===== src/rtl/fifo_read_ptr_ctrl_if.sv =====
// Read-side FIFO pointer bus: pop request, async Gray write pointer in, read pointers and level flags out.
// master is the pop client / write-domain bridge; slave is the pointer controller.
interface fifo_read_ptr_ctrl_if #(
  parameter int p_num_entries = 8,
  parameter int p_max_pop     = 1
);
  localparam int p_ptr_width = $clog2(p_num_entries) + 1;
  localparam int p_num_width = $clog2(p_max_pop + 1);

  logic [p_ptr_width-1:0] g_write_ptr_async;
  logic                   r_en;
  logic [p_num_width-1:0] r_num;
  logic                   clr_underflow;
  logic [p_ptr_width-1:0] b_read_ptr;
  logic [p_ptr_width-1:0] g_read_ptr;
  logic [p_ptr_width-2:0] r_addr;
  logic [p_ptr_width-1:0] occupancy;
  logic                   empty;
  logic                   almost_empty;
  logic                   underflow;

  modport master (
    output g_write_ptr_async, r_en, r_num, clr_underflow,
    input  b_read_ptr, g_read_ptr, r_addr, occupancy, empty, almost_empty, underflow
  );

  modport slave (
    input  g_write_ptr_async, r_en, r_num, clr_underflow,
    output b_read_ptr, g_read_ptr, r_addr, occupancy, empty, almost_empty, underflow
  );
endinterface


===== src/rtl/fifo_read_ptr_ctrl.sv =====
// Async FIFO read-domain pointer controller: synchronizes the Gray write pointer, tracks read pointers, flags.
// Pops land on the next edge; writes show after p_sync_stages edges; over-pops are refused and latch underflow.
module fifo_read_ptr_ctrl #(
  parameter int p_num_entries         = 8,
  parameter int p_sync_stages         = 2,
  parameter int p_max_pop             = 1,
  parameter int p_almost_empty_thresh = 1
) (
  input logic                 clk,
  input logic                 reset,
  fifo_read_ptr_ctrl_if.slave bus
);
  localparam int p_ptr_width = $clog2(p_num_entries) + 1;
  localparam int p_num_width = $clog2(p_max_pop + 1);

  typedef logic [p_ptr_width-1:0] ptr_t;

  localparam ptr_t c_ae_thresh = ptr_t'(p_almost_empty_thresh);

  function automatic ptr_t gray2bin(input ptr_t g);
    ptr_t b;
    b[p_ptr_width-1] = g[p_ptr_width-1];
    for (int i = p_ptr_width - 2; i >= 0; i--) begin
      b[i] = b[i+1] ^ g[i];
    end
    return b;
  endfunction

  function automatic ptr_t bin2gray(input ptr_t b);
    return b ^ (b >> 1);
  endfunction

  ptr_t                   sync_q [p_sync_stages];
  ptr_t                   b_wsync;
  ptr_t                   b_rptr_q;
  ptr_t                   g_rptr_q;
  ptr_t                   b_rptr_nxt;
  ptr_t                   occ_raw;
  ptr_t                   num_ext;
  ptr_t                   grant;
  logic [p_num_width-1:0] r_num_w;
  logic                   underflow_q;
  logic                   over_pop;

  // Pops are judged only against the synced occupancy held in registers this cycle.
  assign b_wsync    = gray2bin(sync_q[p_sync_stages-1]);
  assign occ_raw    = b_wsync - b_rptr_q;
  assign r_num_w    = bus.r_num;
  assign num_ext    = ptr_t'(r_num_w);
  assign over_pop   = bus.r_en && (num_ext > occ_raw);
  assign grant      = (bus.r_en && !over_pop) ? num_ext : '0;
  assign b_rptr_nxt = b_rptr_q + grant;

  always_ff @(posedge clk) begin
    if (reset) begin
      for (int i = 0; i < p_sync_stages; i++) begin
        sync_q[i] <= '0;
      end
      b_rptr_q    <= '0;
      g_rptr_q    <= '0;
      underflow_q <= 1'b0;
    end else begin
      sync_q[0] <= bus.g_write_ptr_async;
      for (int i = 1; i < p_sync_stages; i++) begin
        sync_q[i] <= sync_q[i-1];
      end
      b_rptr_q <= b_rptr_nxt;
      g_rptr_q <= bin2gray(b_rptr_nxt);
      // Set has priority over clear so a same-cycle over-pop is never lost.
      if (over_pop) begin
        underflow_q <= 1'b1;
      end else if (bus.clr_underflow) begin
        underflow_q <= 1'b0;
      end
    end
  end

  assign bus.b_read_ptr   = b_rptr_q;
  assign bus.g_read_ptr   = g_rptr_q;
  assign bus.r_addr       = b_rptr_q[p_ptr_width-2:0];
  assign bus.underflow    = underflow_q;
  assign bus.occupancy    = reset ? '0 : occ_raw;
  assign bus.empty        = reset || (occ_raw == '0);
  assign bus.almost_empty = reset || (occ_raw <= c_ae_thresh);
endmodule

===== src/flat_wrapper.sv =====
// flat-port wrapper written by rule: the top's interface ports become plain ports
module fifo_read_ptr_ctrl_flat 
#(
  parameter int p_num_entries         = 8,
  parameter int p_sync_stages         = 2,
  parameter int p_max_pop             = 1,
  parameter int p_almost_empty_thresh = 1
)
  (clk, reset, bus_g_write_ptr_async, bus_r_en, bus_r_num, bus_clr_underflow, bus_b_read_ptr, bus_g_read_ptr, bus_r_addr, bus_occupancy, bus_empty, bus_almost_empty, bus_underflow);
  fifo_read_ptr_ctrl_if #(.p_num_entries(p_num_entries), .p_max_pop(p_max_pop)) bus_i ();
  input logic clk;
  input logic reset;
  input wire logic [$bits(bus_i.g_write_ptr_async)-1:0] bus_g_write_ptr_async;
  input wire logic [$bits(bus_i.r_en)-1:0] bus_r_en;
  input wire logic [$bits(bus_i.r_num)-1:0] bus_r_num;
  input wire logic [$bits(bus_i.clr_underflow)-1:0] bus_clr_underflow;
  output wire logic [$bits(bus_i.b_read_ptr)-1:0] bus_b_read_ptr;
  output wire logic [$bits(bus_i.g_read_ptr)-1:0] bus_g_read_ptr;
  output wire logic [$bits(bus_i.r_addr)-1:0] bus_r_addr;
  output wire logic [$bits(bus_i.occupancy)-1:0] bus_occupancy;
  output wire logic [$bits(bus_i.empty)-1:0] bus_empty;
  output wire logic [$bits(bus_i.almost_empty)-1:0] bus_almost_empty;
  output wire logic [$bits(bus_i.underflow)-1:0] bus_underflow;
  assign bus_i.g_write_ptr_async = bus_g_write_ptr_async;
  assign bus_i.r_en = bus_r_en;
  assign bus_i.r_num = bus_r_num;
  assign bus_i.clr_underflow = bus_clr_underflow;
  assign bus_b_read_ptr = bus_i.b_read_ptr;
  assign bus_g_read_ptr = bus_i.g_read_ptr;
  assign bus_r_addr = bus_i.r_addr;
  assign bus_occupancy = bus_i.occupancy;
  assign bus_empty = bus_i.empty;
  assign bus_almost_empty = bus_i.almost_empty;
  assign bus_underflow = bus_i.underflow;
  fifo_read_ptr_ctrl #(.p_num_entries(p_num_entries), .p_sync_stages(p_sync_stages), .p_max_pop(p_max_pop), .p_almost_empty_thresh(p_almost_empty_thresh)) u_core (.clk(clk), .reset(reset), .bus(bus_i));
endmodule

===== config.mk =====
export PLATFORM = sky130hd
export DESIGN_NAME = fifo_read_ptr_ctrl_flat
export DESIGN_NICKNAME = d
export VERILOG_FILES = /design/src/rtl/fifo_read_ptr_ctrl_if.sv /design/src/rtl/fifo_read_ptr_ctrl.sv /design/src/flat_wrapper.sv
export SDC_FILE = /design/constraint.sdc
export NUM_CORES = 1
export LEC_CHECK = 0
export ABC_AREA = 1
export BUFFER_PORTS_ARGS = -buffer_cell sky130_fd_sc_hd__buf_2
export CAP_MARGIN = 20
export CORE_MARGIN = 3
export CORE_UTILIZATION = 51
export CTS_CLUSTER_DIAMETER = 150
export DETAILED_ROUTE_END_ITERATION = 10
export PLACE_DENSITY = 0.79
export SLEW_MARGIN = 5
export SYNTH_ARGS = -nofsm -noshare
export SYNTH_HDL_FRONTEND = slang
export SYNTH_SLANG_ARGS = --single-unit

===== constraint.sdc =====
create_clock -name clk -period 7.2 [get_ports clk]
set_input_delay 1.44 -clock clk [delete_from_list [all_inputs] [get_ports clk]]
set_output_delay 1.44 -clock clk [all_outputs]
set_load 0.1 [all_outputs]

# ---- Word-level counts from Yosys, hierarchy flattened
# Memory sizes are Yosys's and may differ from the RTL's.
# Cells that the tools add are included.
dict set report totals {
  rom_bits 0
  latchBits 0
  register_bits 9
  ramBits 8
  memories 1
  wordCells 30
}
dict set report classes {
  shift 0
  reduce_logical 7
  div_mod_pow 0
  n_bitwise 6
  n_mux 9
  multipliers 0
  magnitude_cmp 2
  addsub 2
  eq_ne 0
}
# memory depth width read_ports rd_clocked_by_memory_dff wr line_no
set mem_list {}
lappend mem_list {u_core.sync_q 2 4 2 0 2 fifo_read_ptr_ctrl.sv:33} ;# ptr_t sync_q [p_sync_stages];
# operator count
set ops {}
lappend ops {{$mux W4} 3}
lappend ops {{$mux W1} 6}
lappend ops {{$add A4 B4 Y4} 1}
lappend ops {{$gt A1 B4 Y1} 1}
lappend ops {{$le A4 B1 Y1 const B} 1}
lappend ops {{$logic_not A4 Y1} 1}
lappend ops {{$sub A4 B4 Y4} 1}
lappend ops {{$xor A4 B3 Y4} 1}
lappend ops {{$xor A1 B1 Y1} 3}
lappend ops {{$logic_and A1 B1 Y1} 2}
lappend ops {{$logic_or A1 B1 Y1} 2}
lappend ops {{$or A1 B1 Y1} 2}
lappend ops {{$reduce_bool A2 Y1} 1}
lappend ops {{$logic_not A1 Y1} 1}

# ---- Depth between registers and ports, before layout
# Gate-level depths: netlist (run 1).
# An unclocked memory read counts as a cell.
dict set report logic_depth {
  depth_word 12
  mapped_depth 22
  ltp_nobuf 22
}

# ---- Least setup slack after synthesis (run 1)
# Ideal clock, no wire load.
dict set report synth_path {
  kind {register -> output}
  start {register u_core.b_rptr_q[0] (netlist: u_core.bus.b_read_ptr[0])}
  end {output bus_empty}
  path_stages_with_launch 7
  t_arrival_ns 4.063
  path_buffers 0
  path_slack_ns 1.697
  path_cell_list {dfxtp_1 > ha_1 > inv_1 > fa_1 > xnor2_1 > nand2_1 > o21ai_0}
}
dict set report synth_via {
  elab_chain_len 3
}
# item line_no
set synth_lines {}
lappend synth_lines {{start, declared} fifo_read_ptr_ctrl.sv:35} ;# ptr_t b_rptr_q;
lappend synth_lines {{start signal, assigned} fifo_read_ptr_ctrl.sv:67} ;# b_rptr_q <= b_rptr_nxt;
lappend synth_lines {{$sub A4 B4 Y4} fifo_read_ptr_ctrl.sv:47} ;# assign occ_raw = b_wsync - b_rptr_q;
lappend synth_lines {{$logic_not A4 Y1} fifo_read_ptr_ctrl.sv:83} ;# assign bus.empty = reset || (occ_raw == '0);
lappend synth_lines {{$logic_or A1 B1 Y1} fifo_read_ptr_ctrl.sv:83}
lappend synth_lines {{end, declared} flat_wrapper.sv:21} ;# output wire logic [$bits(bus_i.empty)-1:0] bus_empty;
# No other way between the ends.

==> results of run 1 <==
## stage by stage
stage / power (mW) / setup WS, ns / utilization [%] / hold slack [ns]
2_1_floorplan: 0.1996 / 1.697 / - / 0.3883
3_3_place_gp: 0.2139 / 3.193 / 65.74 / 0.3899
3_5_place_dp: 0.2170 / 3.136 / 65.74 / 0.4018
4_1_cts: 0.2621 / 2.810 / 67.35 / 0.4139
5_1_grt: 0.2719 / 2.632 / 67.35 / 0.4286
6_report: 0.2588 / 2.824 / 67.35 / 0.4079
## how the worst max path moves through the flow
stage / endpoint / slack, ns / cells after the start / from
floorplan: bus_empty / 1.70 / 6 / u_core.bus.b_read_ptr[0]$_SDFF_PP0_
global placement: bus_empty / 3.19 / 13 / u_core.sync_q[0][7]$_SDFF_PP0_
detailed placement: bus_empty / 3.14 / 13 / u_core.sync_q[0][7]$_SDFF_PP0_
CTS: bus_empty / 2.81 / 13 / u_core.sync_q[0][7]$_SDFF_PP0_
global route: bus_empty / 2.63 / 13 / u_core.sync_q[0][7]$_SDFF_PP0_
finish: bus_empty / 2.82 / 13 / u_core.sync_q[0][7]$_SDFF_PP0_
## where the power goes
group,leakage [nW],switching (mW),internal (mW),total (mW)
sequential,0.131,0.00228,0.0933,0.0956
combinational,0.405,0.0977,0.0217,0.119
clock,0.0138,0.0245,0.0194,0.0438
total,0.550,0.124,0.134,0.259
## worst max-delay path, stage by stage, from the launching register on
cell and delay (ns):
dfxtp_1 0.39, xor2_1 0.26, xor2_1 0.21, inv_1 0.13, nand2_1 0.07, nand2_1 0.04
inv_1 0.05, ha_1 0.13, inv_1 0.07, fa_1 0.38, xnor2_1 0.23, nand2_1 0.10
o21ai_0 0.15, buf_2 0.45
## sequential cells by signal (all words and copies together) (netlist names)
signal and count:
u_core.bus.underflow 1, u_core.sync_q 8, u_core.bus.g_read_ptr 4, u_core.bus.b_read_ptr 3
## final cells by class
| cell class | count | share of cell area (%) |
|---|---|---|
| clock buffers | 3 | 2.390 |
| inverters | 30 | 11.95 |
| multi-input cells | 60 | 35.86 |
| flip-flops and latches | 16 | 34.00 |
| well taps | 15 | 1.992 |
| repair buffers | 26 | 13.81 |
## kinds of logic after synthesis
kind of cell | count (synthesis) | synth area share, %
XOR/XNOR | 5 | 5.418
AND/OR/NAND/NOR | 40 | 19.66
buffers and inverters | 36 | 18.58
flip-flops | 16 | 39.63
AO/OA/AOI/OAI | 8 | 4.953
adder cells (fa/ha/maj) | 7 | 11.76
## metal layers
metal | routed length [um] | up-vias
met4 | 24 | 0
met5 | 0 | -
met1 | 639 | 317
met2 | 808 | 23
li1 | - | 366
met3 | 100 | 4
## placed cells by master, fill, tap and decap left out, drive strengths merged
cell type / n
a21oi: 5
buf: 26
clkbuf: 3
dfxtp: 16
fa: 1
ha: 6
inv: 30
nand2: 16
nand3: 5
nor2: 18
nor2b: 1
o21ai: 3
xnor2: 1
xor2: 4
==> reports/qor.yml, run 1 <==
status: "finished, final reports clean"
core-area_um2: 1399
critical_path_class: "reg -> out"
grt-ovfl-total: 0
slew_violations: 0
r2r_end: "u_core.bus.g_read_ptr[1]$_SDFF_PP0_"
wl_per_cell_um: 10.48
synth_top_area_share_pct: 39.63
layout_min_cycle_time_ns: 4.377
skew_ns: 0.002294
use_met2_pct: 29.53
drc: 0
ff2ff_setup_slack_ns: 3.65
grt_use_met3_pct: 3.953
dpl-instance-area_um2: 919.6
synth_area_leaders: "dfxtp_1 (40%), inv_1 (14%), ha_1 (9.3%)"
tightestPinTransition_ns: 0.4866
nets: 153
busiest_layer: "met2"
worst-r2r-cell-count: 21
clkTransAtPathRegs_ns: 0.08
yosysSeqAreaShare_pct: 39.63
p_per_area_nw_per_um2: 274.7
ir_drop_v: 0.0001471
netlist_area_um2: 808.3
reg2reg_from: "u_core.sync_q[0][7]$_SDFF_PP0_"
grt_setup_unrepaired: "no"
critPathMaxFanout: 3
setup_viol: 0
die_x_um: 45.81
gp_congestion: 0.8635
grt_pass1_vias: 603
synthCells: 112
num_vias: 710
avgViaCountPerCell: 4.733
synth_largest_area_cell: "dfxtp_1"
synth_cell_type_count: 14
io_pins: 27
yosysWarnings: 0
syn_avg_cell_area_um2: 7.217
grt_pass1_wl_um: 2339
routed_wirelength_um: 1572
ant_nets: 0
cts_tree: "yes"
max-slew-margin-rel_pct: 67.78
syn_to_final_growth_pct: 16.56
cts-buffers-inserted: 3
crit_required_ns: 5.76
multi_input_area_um2: 337.8
max_freq_mhz: 228.5
syn_nets: 128
final-hold-violation-count: 0
crit_arrival_ns: 2.94
min_from: "u_core.sync_q[0][0]$_SDFF_PP0_"
initial_core_util_pct: 57.78
dp_hpwl_um: 1298
clk_path_buf_depth: 2
cts_root_buf: "clkbuf_4"
worstHoldEndpoint: "u_core.sync_q[0][4]$_SDFF_PP0_"
ctsHoldBuffers: 0
async_flop_share_pct: 0
yosysMostFrequentCell: "inv_1"
fillCellCount: 135
dp_cells: 147
finalNonFillerCells: 150
synth_common_cells: "inv_1 (30), nor2_1 (18), dfxtp_1 (16), nand2_1 (16), ha_1 (6)"
drtIter0Drc: 18
grt_use_total_pct: 15.87
final_area_um2: 942.2
rows: 13
layout-drive-gt1-share_pct: 21.48
cts_setup_buffers: 0
synth-edff-count: 0
diodes: 0
ctsResizeCount: 0
antenna_found_initial: 0
critPathCaptureType: "output port"
synth_seq_cells: 16
setup_tns_ns: 0
met1_usage_pct: 15.55
seq_area_um2: 320.3
die_area_um2: 2099
p_leak_nw: 0.5503
numClockSinks: 16
synthFlopType: "dfxtp_1"
holdPathStages: 2
max_cap_violations: 0
die_h_um: 45.81
firstDrtPassIters: 4
cp-start-kind: "register"
grt_max_degree: 19
cts_max_level: 1
clock_latency_ns: 0.27
hp-class: "reg -> reg"
fin_crit_sh_pct: 60.78
port-buffer-count: 26
(Power assumes the default switching activity.)
==> run 2: changes to the inputs <==
--- a/config.mk
+++ b/config.mk
@@ -9,10 +9,10 @@
 export BUFFER_PORTS_ARGS = -buffer_cell sky130_fd_sc_hd__buf_2
 export CAP_MARGIN = 20
 export CORE_MARGIN = 3
-export CORE_UTILIZATION = 51
+export CORE_UTILIZATION = 43
 export CTS_CLUSTER_DIAMETER = 150
 export DETAILED_ROUTE_END_ITERATION = 10
-export PLACE_DENSITY = 0.79
+export PLACE_DENSITY = 0.71
 export SLEW_MARGIN = 5
 export SYNTH_ARGS = -nofsm -noshare
 export SYNTH_HDL_FRONTEND = slang
==> constraint.sdc (replaced) <==
create_clock -name clk -period 3.6 [get_ports clk]
set_input_delay 0.72 -clock clk [delete_from_list [all_inputs] [get_ports clk]]
set_output_delay 0.72 -clock clk [all_outputs]
set_load 0.1 [all_outputs]
==> run 2 against run 1 <==
  * Total power increased by 120%
  * Critical path depth rose by 2
  * Clock power rose to 2.6 times the previous value
  * Core utilization decreased by 8.9 points
  * Cell count grew 7.3%
  * Hold slack got worse by 0.015 ns
  * Via count decreased by 4.8%
  * Combinational power rose by 110%
  * Flip-flop and latch count unchanged
  * Global-route usage fell by 3.0 points
==> reports/qor.yml, run 2 (synthesis results as in run 1) <==
critPathCaptureType: "output port"
status: "finished, final reports clean"
sw_frac_of_total_pct: 46.05  # -2.0 points
initial_core_util_pct: 46.31  # -11 points
max_cap_violations: 0  # unchanged
setup_viol: 0  # unchanged
die_area_um2: 2436  # +16%
routed_wirelength_um: 1363  # -13%
grt_use_total_pct: 12.85  # -3.0 points
slew_violations: 0  # unchanged
tightestPinTransition_ns: 0.4904  # +0.003738 ns
nets: 153  # unchanged
regMostFlops: "u_core.sync_q"
grt_pass1_wl_um: 2421  # +3.5%
clk_path_buf_depth: 2  # unchanged
grt_setup_unrepaired: "no"
port-buffer-count: 26  # unchanged
multi_input_area_um2: 376.6  # +11%
critical_path_class: "reg -> out"
reg2reg_from: "u_core.sync_q[0][7]$_SDFF_PP0_"
gp_congestion: 0.8367  # -3.1%
wl_per_cell_um: 8.466  # -19%
p_leak_nw: 0.5691  # +3.4%
syn_to_final_growth_pct: 26.32
layout_commonest_cell: "inv_1"
ant_nets: 0  # unchanged
grt_max_degree: 19  # unchanged
skew_ns: 0.002742  # +0.0004479 ns
cts_tree: "yes"
final-hold-violation-count: 0  # unchanged
largest_reg_flops: 8  # unchanged
seq_area_um2: 321.6  # +0.39%
max-slew-margin-rel_pct: 67.53  # -0.25 points
ctsHoldBuffers: 0  # unchanged
cts-buffers-inserted: 3  # unchanged
p_seq_share_pct: 34.4  # -2.5 points
grt-ovfl-total: 0  # unchanged
die_x_um: 49.36  # +7.7%
clkTransAtPathRegs_ns: 0.09  # about the same
firstDrtPassIters: 4  # unchanged
min_from: "u_core.sync_q[0][3]$_SDFF_PP0_"
hp-class: "reg -> reg"
core-area_um2: 1745  # +25%
crit_required_ns: 2.88  # -2.88 ns
max_freq_mhz: 298.0
layout-drive-gt1-share_pct: 27.94  # +6.5 points
io_pins: 27  # unchanged
p_total_mw: 0.5574  # +120%
num_vias: 676  # -4.8%
antenna_found_initial: 0  # unchanged
internal_power_mw: 0.3007  # +120%
worst-r2r-cell-count: 21  # unchanged
cts_setup_buffers: 0  # unchanged
layout_common_cells: "inv_1 (30), buf_2 (24), nand2_1 (16)"
dp_hpwl_um: 1101  # -15%
r2r_end: "u_core.bus.g_read_ptr[1]$_SDFF_PP0_"
ir_drop_v: 0.0002456  # +67%
cp-start-kind: "register"
setup_tns_ns: 0  # unchanged
p_per_area_nw_per_um2: 545.9  # +99%
rows: 15  # +2
ff2ff_setup_slack_ns: 0.38  # -3.27 ns
avgViaCountPerCell: 4.199  # -11%
numClockSinks: 16  # unchanged
holdPathStages: 2  # unchanged
diodes: 0  # unchanged
die_h_um: 49.36  # +7.7%
drc: 0  # unchanged
p_clk_share_pct: 20.6  # +3.7 points
crit_arrival_ns: 2.64  # -0.30 ns
combPwrFrac_pct: 45.0  # -1.1 points
layout_min_cycle_time_ns: 3.356
fillCellCount: 164  # +21%
drtIter0Drc: 6  # -12
grt_pass1_vias: 618  # +2.5%
worstHoldEndpoint: "u_core.sync_q[0][7]$_SDFF_PP0_"
power.switching_mw: 0.2567  # +110%
fin_crit_sh_pct: 93.21
clock_latency_ns: 0.28  # about the same
critPathMaxFanout: 3  # unchanged
cts_root_buf: "clkbuf_4"
cts_max_level: 1  # unchanged
[run 2: changes by cell type in the layout (fill, tap and decap cells not counted), moves of 2 or more]
cell	previous run	this run
buf_2	26	24
buf_6	0	2
nor2_1	18	15
nor2_2	0	2
xor2_1	4	2
xor2_2	0	2
[run 2: critical path: stages (launching register included)]
cell and delay [ns]:
dfxtp_2 0.37, xor2_2 0.18, xor2_1 0.20, inv_1 0.11, nand2_1 0.07, nand2_1 0.04
inv_1 0.05, ha_1 0.13, inv_1 0.06, fa_1 0.41, xnor2_2 0.21, nand2_1 0.12
nand2_1 0.07, nand2_1 0.05, inv_1 0.06, buf_6 0.22
[run 2: metal layers]
| metal | part of all wire [%] | routed length, um | global-route usage, % |
|---|---|---|---|
| met5 | 0 | 0 | 0 |
| met2 | 48 | 654 | 23.66 |
| met4 | 1.5 | 21 | 4.265 |
| met3 | 4.8 | 66 | 4.587 |
| met1 | 46 | 621 | 13.25 |
[run 2: how the worst max path moves through the flow]
| stage | from | to | cells past startpoint |
|---|---|---|---|
| floorplan | u_core.bus.b_read_ptr[0]$_SDFF_PP0_ | bus_almost_empty | 8 |
| global placement | u_core.sync_q[0][7]$_SDFF_PP0_ | bus_almost_empty | 15 |
| detailed placement | u_core.sync_q[0][7]$_SDFF_PP0_ | u_core.bus.g_read_ptr[1]$_SDFF_PP0_ | 21 |
| CTS | u_core.sync_q[0][7]$_SDFF_PP0_ | bus_almost_empty | 15 |
| global route | u_core.sync_q[0][7]$_SDFF_PP0_ | bus_almost_empty | 15 |
| finish | u_core.sync_q[0][7]$_SDFF_PP0_ | bus_almost_empty | 15 |
[run 2: area by class of cell]
type,count,area share (%)
clock buffer,4,3.554
inverter,30,11.03
multi-input combinational,60,36.89
sequential,16,31.50
tap,25,3.064
timing repair buffer,26,13.97
[run 2: repair_timing]
| item | CTS | global route |
|---|---|---|
| gates resized for setup | 2 | 6 |
| endpoints found under the hold margin | 0 | 0 |
| setup endpoints to repair | 2 | 4 |
[run 2: metrics by stage]
step / cells / hold WS (ns) / setup slack [ns] / util [%] / instance area (um^2)
final: 161 / 0.3928 / 0.2445 / 58.49 / 1021
after global routing: 161 / 0.4333 / 0.07362 / 58.49 / 1021
after CTS: 161 / 0.4062 / 0.04210 / 56.70 / 989.7
after detailed placement: 157 / 0.3931 / 0.2174 / 54.34 / 948.4
after global placement: 157 / 0.3896 / 0.3487 / 54.34 / 948.4
after floorplan: 112 / 0.3883 / 0.04076 / - / 824.5
[run 2: power groups by stage]
stage | Clock [mW] | Sequential, mW | Combinational (mW)
finish | 0.115 | 0.192 | 0.251
global placement | 0 | 0.195 | 0.238
global route | 0.129 | 0.193 | 0.270
detailed placement | 0 | 0.196 | 0.242
floorplan | 0 | 0.235 | 0.171
CTS | 0.120 | 0.191 | 0.245
